File: config.mk
export PLATFORM = sky130hd
export DESIGN_NAME = mem_port_arbiter_flat
export DESIGN_NICKNAME = d
export VERILOG_FILES = /design/src/rtl/mem_port_arbiter_if.sv /design/src/rtl/mem_port_arbiter.sv /design/src/flat_wrapper.sv
export SDC_FILE = /design/constraint.sdc
export NUM_CORES = 1
export LEC_CHECK = 0
export BUFFER_PORTS_ARGS = -buffer_cell sky130_fd_sc_hd__buf_4
export CORE_MARGIN = 4
export CORE_UTILIZATION = 40
export DETAILED_ROUTE_END_ITERATION = 10
export PLACE_DENSITY = 0.74
export SLEW_MARGIN = 0
export SYNTH_ARGS = -nofsm -noshare
export SYNTH_HDL_FRONTEND = slang
export SYNTH_SLANG_ARGS = --single-unit
File: constraint.sdc
create_clock -name clk -period 2.4 [get_ports clk]
set_clock_uncertainty 0.2 [all_clocks]
set_input_delay 0.24 -clock clk [delete_from_list [all_inputs] [get_ports clk]]
set_output_delay 0.24 -clock clk [all_outputs]
set_load 0.05 [all_outputs]
File: src/rtl/mem_port_arbiter_if.sv
// ---------------------------------------------------------------------------
// mem_port_arbiter_if
// Bundles every handshake and memory-bus signal of mem_port_arbiter.
//   Fetch requester : if_req, if_addr -> if_gnt, if_rvalid, if_rdata
//   Data requester  : d_req, d_we, d_addr, d_wdata -> d_gnt, d_rvalid, d_rdata
//   Memory port     : mem_en, mem_we, mem_addr, mem_wdata <- mem_rdata
//   Status          : busy
// Modports:
//   slave  - the arbiter itself
//   master - the environment (both requesters plus the memory)
// ---------------------------------------------------------------------------
interface mem_port_arbiter_if;
    logic        if_req;
    logic [31:0] if_addr;
    logic        if_gnt;
    logic        if_rvalid;
    logic [31:0] if_rdata;

    logic        d_req;
    logic        d_we;
    logic [31:0] d_addr;
    logic [31:0] d_wdata;
    logic        d_gnt;
    logic        d_rvalid;
    logic [31:0] d_rdata;

    logic        mem_en;
    logic        mem_we;
    logic [31:0] mem_addr;
    logic [31:0] mem_wdata;
    logic [31:0] mem_rdata;

    logic        busy;

    modport slave (
        input  if_req, if_addr, d_req, d_we, d_addr, d_wdata, mem_rdata,
        output if_gnt, if_rvalid, if_rdata, d_gnt, d_rvalid, d_rdata,
        output mem_en, mem_we, mem_addr, mem_wdata, busy
    );

    modport master (
        output if_req, if_addr, d_req, d_we, d_addr, d_wdata, mem_rdata,
        input  if_gnt, if_rvalid, if_rdata, d_gnt, d_rvalid, d_rdata,
        input  mem_en, mem_we, mem_addr, mem_wdata, busy
    );
endinterface

File: src/rtl/mem_port_arbiter.sv
// ---------------------------------------------------------------------------
// mem_port_arbiter
// Shares one single-port synchronous memory between the instruction-fetch
// requester (read-only) and the data requester (loads/stores). One transaction
// is outstanding at a time. Read data is returned with a one-cycle rvalid
// pulse to whichever requester issued the access.
// Ports:
//   clk - rising-edge clock
//   rst - synchronous active-high reset
//   bus - mem_port_arbiter_if.slave (requester handshakes, memory port, busy)
// Parameters:
//   MEM_LAT      - cycles from mem_en to valid mem_rdata (>= 1)
//   MAX_DATA_RUN - contested data grants in a row before fetch is forced in (>= 1)
// ---------------------------------------------------------------------------
module mem_port_arbiter #(
    parameter int MEM_LAT      = 1,
    parameter int MAX_DATA_RUN = 4
) (
    input  logic                 clk,
    input  logic                 rst,
    mem_port_arbiter_if.slave    bus
);

    localparam int RUN_W  = $clog2(MAX_DATA_RUN + 1);
    // A one-cycle latency never enters WAIT, but the counter still needs a bit.
    localparam int WCNT_W = (MEM_LAT > 1) ? $clog2(MEM_LAT) : 1;

    localparam logic [RUN_W-1:0]  RUN_MAX   = RUN_W'(MAX_DATA_RUN);
    localparam logic [WCNT_W-1:0] WAIT_INIT = WCNT_W'(MEM_LAT - 1);

    typedef enum logic [1:0] {
        ST_IDLE,
        ST_ISSUE,
        ST_WAIT,
        ST_CAPT
    } state_e;

    state_e             state_q, state_d;
    logic [RUN_W-1:0]   run_q, run_d;
    logic [WCNT_W-1:0]  wcnt_q, wcnt_d;
    logic               owner_data_q, owner_data_d;
    logic               mem_en_q, mem_en_d;
    logic               mem_we_q, mem_we_d;
    logic [31:0]        mem_addr_q, mem_addr_d;
    logic [31:0]        mem_wdata_q, mem_wdata_d;
    logic               if_rvalid_q, if_rvalid_d;
    logic               d_rvalid_q, d_rvalid_d;
    logic [31:0]        if_rdata_q, if_rdata_d;
    logic [31:0]        d_rdata_q, d_rdata_d;

    logic               if_gnt;
    logic               d_gnt;
    logic               force_if;

    // Grant selection. Grants exist only in IDLE and are masked during reset
    // so nothing is accepted while the block is being cleared. Data normally
    // wins a contest; once the run counter saturates fetch gets its turn.
    always_comb begin
        if_gnt   = 1'b0;
        d_gnt    = 1'b0;
        force_if = (run_q == RUN_MAX);
        if ((state_q == ST_IDLE) && !rst) begin
            if (bus.d_req && !(bus.if_req && force_if)) begin
                d_gnt = 1'b1;
            end else if (bus.if_req) begin
                if_gnt = 1'b1;
            end
        end
    end

    // Next-state logic. mem_we_q is only high during ISSUE of a store, so it
    // doubles as the "this transaction is a store" flag at the ISSUE decision.
    // The WAIT counter is loaded with MEM_LAT-1 and leaves WAIT as it reaches
    // zero, giving MEM_LAT-1 WAIT cycles between ISSUE and CAPT.
    always_comb begin
        state_d = state_q;
        wcnt_d  = wcnt_q;
        case (state_q)
            ST_IDLE: begin
                if (if_gnt || d_gnt) begin
                    state_d = ST_ISSUE;
                end
            end
            ST_ISSUE: begin
                if (mem_we_q) begin
                    state_d = ST_IDLE;
                end else if (MEM_LAT > 1) begin
                    state_d = ST_WAIT;
                    wcnt_d  = WAIT_INIT;
                end else begin
                    state_d = ST_CAPT;
                end
            end
            ST_WAIT: begin
                wcnt_d = wcnt_q - WCNT_W'(1);
                if (wcnt_q == WCNT_W'(1)) begin
                    state_d = ST_CAPT;
                end
            end
            ST_CAPT: begin
                state_d = ST_IDLE;
            end
            default: begin
                state_d = ST_IDLE;
            end
        endcase
    end

    // Datapath and output logic: latch the granted request into the memory
    // output registers, track the data-run counter, and route captured read
    // data to the owner of the transaction.
    always_comb begin
        run_d        = run_q;
        owner_data_d = owner_data_q;
        mem_en_d     = if_gnt || d_gnt;
        mem_we_d     = d_gnt && bus.d_we;
        mem_addr_d   = mem_addr_q;
        mem_wdata_d  = mem_wdata_q;

        if (d_gnt) begin
            owner_data_d = 1'b1;
            mem_addr_d   = bus.d_addr;
            mem_wdata_d  = bus.d_wdata;
            // Only contested data grants extend the run.
            if (bus.if_req) begin
                run_d = (run_q == RUN_MAX) ? run_q : run_q + RUN_W'(1);
            end else begin
                run_d = '0;
            end
        end else if (if_gnt) begin
            owner_data_d = 1'b0;
            mem_addr_d   = bus.if_addr;
            run_d        = '0;
        end

        if_rvalid_d = (state_q == ST_CAPT) && !owner_data_q;
        d_rvalid_d  = (state_q == ST_CAPT) && owner_data_q;
        if_rdata_d  = if_rvalid_d ? bus.mem_rdata : if_rdata_q;
        d_rdata_d   = d_rvalid_d  ? bus.mem_rdata : d_rdata_q;
    end

    // State register. Reset abandons any transaction in flight.
    always_ff @(posedge clk) begin
        if (rst) begin
            state_q      <= ST_IDLE;
            run_q        <= '0;
            wcnt_q       <= '0;
            owner_data_q <= 1'b0;
            mem_en_q     <= 1'b0;
            mem_we_q     <= 1'b0;
            mem_addr_q   <= '0;
            mem_wdata_q  <= '0;
            if_rvalid_q  <= 1'b0;
            d_rvalid_q   <= 1'b0;
            if_rdata_q   <= '0;
            d_rdata_q    <= '0;
        end else begin
            state_q      <= state_d;
            run_q        <= run_d;
            wcnt_q       <= wcnt_d;
            owner_data_q <= owner_data_d;
            mem_en_q     <= mem_en_d;
            mem_we_q     <= mem_we_d;
            mem_addr_q   <= mem_addr_d;
            mem_wdata_q  <= mem_wdata_d;
            if_rvalid_q  <= if_rvalid_d;
            d_rvalid_q   <= d_rvalid_d;
            if_rdata_q   <= if_rdata_d;
            d_rdata_q    <= d_rdata_d;
        end
    end

    assign bus.if_gnt    = if_gnt;
    assign bus.d_gnt     = d_gnt;
    assign bus.if_rvalid = if_rvalid_q;
    assign bus.d_rvalid  = d_rvalid_q;
    assign bus.if_rdata  = if_rdata_q;
    assign bus.d_rdata   = d_rdata_q;
    assign bus.mem_en    = mem_en_q;
    assign bus.mem_we    = mem_we_q;
    assign bus.mem_addr  = mem_addr_q;
    assign bus.mem_wdata = mem_wdata_q;
    assign bus.busy      = (state_q != ST_IDLE);

endmodule
File: src/flat_wrapper.sv
// flat-port wrapper written by rule: the top's interface ports become plain ports
module mem_port_arbiter_flat 
#(
    parameter int MEM_LAT      = 1,
    parameter int MAX_DATA_RUN = 4
)
  (clk, rst, bus_if_req, bus_if_addr, bus_d_req, bus_d_we, bus_d_addr, bus_d_wdata, bus_mem_rdata, bus_if_gnt, bus_if_rvalid, bus_if_rdata, bus_d_gnt, bus_d_rvalid, bus_d_rdata, bus_mem_en, bus_mem_we, bus_mem_addr, bus_mem_wdata, bus_busy);
  mem_port_arbiter_if bus_i ();
  input  logic clk;
  input  logic rst;
  input wire logic [$bits(bus_i.if_req)-1:0] bus_if_req;
  input wire logic [$bits(bus_i.if_addr)-1:0] bus_if_addr;
  input wire logic [$bits(bus_i.d_req)-1:0] bus_d_req;
  input wire logic [$bits(bus_i.d_we)-1:0] bus_d_we;
  input wire logic [$bits(bus_i.d_addr)-1:0] bus_d_addr;
  input wire logic [$bits(bus_i.d_wdata)-1:0] bus_d_wdata;
  input wire logic [$bits(bus_i.mem_rdata)-1:0] bus_mem_rdata;
  output wire logic [$bits(bus_i.if_gnt)-1:0] bus_if_gnt;
  output wire logic [$bits(bus_i.if_rvalid)-1:0] bus_if_rvalid;
  output wire logic [$bits(bus_i.if_rdata)-1:0] bus_if_rdata;
  output wire logic [$bits(bus_i.d_gnt)-1:0] bus_d_gnt;
  output wire logic [$bits(bus_i.d_rvalid)-1:0] bus_d_rvalid;
  output wire logic [$bits(bus_i.d_rdata)-1:0] bus_d_rdata;
  output wire logic [$bits(bus_i.mem_en)-1:0] bus_mem_en;
  output wire logic [$bits(bus_i.mem_we)-1:0] bus_mem_we;
  output wire logic [$bits(bus_i.mem_addr)-1:0] bus_mem_addr;
  output wire logic [$bits(bus_i.mem_wdata)-1:0] bus_mem_wdata;
  output wire logic [$bits(bus_i.busy)-1:0] bus_busy;
  assign bus_i.if_req = bus_if_req;
  assign bus_i.if_addr = bus_if_addr;
  assign bus_i.d_req = bus_d_req;
  assign bus_i.d_we = bus_d_we;
  assign bus_i.d_addr = bus_d_addr;
  assign bus_i.d_wdata = bus_d_wdata;
  assign bus_i.mem_rdata = bus_mem_rdata;
  assign bus_if_gnt = bus_i.if_gnt;
  assign bus_if_rvalid = bus_i.if_rvalid;
  assign bus_if_rdata = bus_i.if_rdata;
  assign bus_d_gnt = bus_i.d_gnt;
  assign bus_d_rvalid = bus_i.d_rvalid;
  assign bus_d_rdata = bus_i.d_rdata;
  assign bus_mem_en = bus_i.mem_en;
  assign bus_mem_we = bus_i.mem_we;
  assign bus_mem_addr = bus_i.mem_addr;
  assign bus_mem_wdata = bus_i.mem_wdata;
  assign bus_busy = bus_i.busy;
  mem_port_arbiter #(.MEM_LAT(MEM_LAT), .MAX_DATA_RUN(MAX_DATA_RUN)) u_core (.clk(clk), .rst(rst), .bus(bus_i));
endmodule
==> metrics <==
Post-synth EDFFs=0; Hold Path Class=in -> reg; most common cell after layout, fill and taps aside=buf_4; initial antenna violation count=1; RSZ-0062 raised after global routing=false; max-slew violation count=0; Fmax achieved=about 420 MHz; Worst slew margin=0.5024; worst path cell trace=dlygate4sd3_1 -> buf_4 -> or4b_1 -> nor2_1 -> buf_6; Synth Net Count=~800; GRT Residual Overflow=0; Critical Path AT=1930 ps; H-tree level count=4; Initial Util=0.4117; Fin. Hold Viols=0; Synth area leader=dfxtp_1; CP Data Required Time=between 1500 and 2000 ps; IO Count=268; CP Depth=5; FILL cells=between 900 and 1000; setup_tns=0 ps; Max IR drop VDD=between 0.6 and 0.7 mV; pwr/cell area=~740 mW/mm2; Syn. warnings=0; Synth Instances=between 600 and 700; Place WS=just under 400 ps; largest net degree at the start of global routing=approximately 80; post-route DRC violation count=0; WP buf/inv=3; synth top area cells=dfxtp_1 51%, nand2_1 17%, a21oi_1 6.2%; die area=between 0.015 and 0.02 mm2; Placer Congestion=about 0.87; share of layout cells above drive strength 1=0.3121; Min Clock Period, post-route=between 2000 and 2500 ps; final cell count without fillers=around 1200; sequential fraction of the synthesis area=0.5064; CTS tree=yes; Setup violations, final=0; outcome=finished, final reports clean; Die Y=roughly 130 um; CTS Buf Count=17; drt total wl=approximately 20000 um; CP startpoint kind=input port; Reg clk slew, reported paths=around 60 ps; Post-synth top flop=dfxtp_1; detailed placement HPWL=~12000 um; CP max-delay cell=dlygate4sd3_1; Top delay family on crit path=buffers and inverters; hold path depth=3; #FFs+latches synth=around 140; deepest clock path buffer count=2; Avg WL per Cell=around 17 um; width of the die=about 130 um; nature of the critical path endpoint=output pin; Unique masters post-synth=37; nets@finish=about 1200; crit path max fanout=6; FFs w/ async S/R, synth=0; CP peak stage delay=roughly 550 ps; Port Buffers=roughly 270; first-pass GRT wire length=about 32000 um; row count=42; DRT Pass-1 Iters=6; routed vias/inst=around 5; utilization after layout=0.7166; ratio of final minimum period to clock period=0.9886; Area growth syn-to-layout=74.07%; global-route usage over all layers=0.2517; remaining antenna violation count after routing=0; worst-margin pin slew=between 700 and 800 ps; worst r2r path cells=7; Max-cap violations=0; critical path class=in -> out; top cell type's share of synthesized area=0.5064; core area=0.01335 mm2; Post-Syn Area=approximately 0.0055 mm2; placed cell count=approximately 1100; commonest cells after routing, fill and taps aside=279 x buf_4, 255 x nand2_1, 139 x dfxtp_1; setup ws final=around 27 ps; clk sinks=139; Vias=a little over 6000; clock latency on the worst-skew pair=410 ps; number of global-route vias before repair=6274; Pleak=a little over 0.004 uW; drt initial violations=between 400 and 500; Root Driver=clkbuf_16; syn_area_per_cell=around 8.3 um2
[cell families (layout without fill, tap and decap cells)]
logic type | after synthesis | in the layout | share of synthesized area
flip-flops | 139 | 139 | 0.5064
multiplexers | 32 | 32 | 0.05829
buffers and inverters | 64 | 452 | 0.05624
XOR/XNOR | 1 | 1 | 0.001594
other | 0 | 1 | 0
adder cells (fa/ha/maj) | 2 | 2 | 0.004553
AND/OR/NAND/NOR | 283 | 283 | 0.2088
AO/OA/AOI/OAI | 142 | 142 | 0.1642
[cells in the mapped netlist, types with 3 or more instances]
library cell    n
a31oi_1        30
nor2_1          9
o41ai_1        31
nand2_1       255
buf_6           5
buf_2          16
clkbuf_1       34
inv_2           3
o21a_1          3
inv_1           3
buf_4           3
nand3_1         3
a21oi_1        68
o21ai_0         3
dfxtp_1       139
mux2i_1        32
[final timing paths]
check / endpoint / from / slack [ps]
worst max-delay path: bus_if_gnt / rst / 30
worst min register to register: u_core.bus.if_rdata[16] / u_core.bus.if_rdata[16] / 250
worst min-delay path: u_core.bus.mem_addr[31] / bus_d_addr[31] / 30
worst max register to register: u_core.bus.mem_wdata[30] / u_core.run_q[0] / 370
[worst min-delay path: stages]
cell and delay (ps):
buf_4 80, o32a_1 130, o221a_2 170
[power by group]
group / internal, uW / leakage (uW) / switching [uW]
combinational: 653 / 0.00265 / 1020
sequential: 2460 / 0.00113 / 84.4
clock: 1880 / 0.000323 / 995
[layer usage]
metal | global-route usage | part of all wire | wire length [um] | up-vias
met1 | 0.2854 | 0.38 | 7634 | 2831
met3 | 0.06013 | 0.073 | 1478 | 75
met5 | 0 | 0 | 0 | -
met4 | 0.1390 | 0.048 | 967 | 0
li1 | - | - | - | 3002
met2 | 0.4353 | 0.50 | 10250 | 324
[registers in the layout, indices dropped and copies added (netlist names), 2 cells and up]
| name | count |
|---|---|
| u_core.state_q | 2 |
| u_core.bus.mem_addr | 32 |
| u_core.bus.mem_wdata | 32 |
| u_core.bus.d_rdata | 32 |
| u_core.bus.if_rdata | 32 |
| u_core.run_q | 3 |
[cell type report]
type	instances	area, um2	area share
clock buffers	22	494.2	0.05167
flip-flops and latches	139	2783	0.2909
diodes	1	2.502	0.0002616
inverters	6	22.52	0.002354
multi-input cells	460	2414	0.2523
clock inverters	10	160.2	0.01674
well taps	176	220.2	0.02302
repair buffers	414	3470	0.3627
[stage by stage]
stage,power [uW],hold WS (ps),cell area (um2)
6_report,7088,32.55,9565
4_1_cts,7093,14.32,9545
5_1_grt,7336,38.22,9565
3_5_place_dp,4053,246.9,7586
2_1_floorplan,3531,161.7,5495
3_3_place_gp,4045,241.5,7586
[what timing repair did]
item	CTS	global route
pin swaps	0	0
endpoints found under the hold margin	131	0
hold buffers	130	0
gates resized for setup	1	5
setup endpoints to repair	1	2
setup buffers	0	0
(Power assumes the default switching activity.)
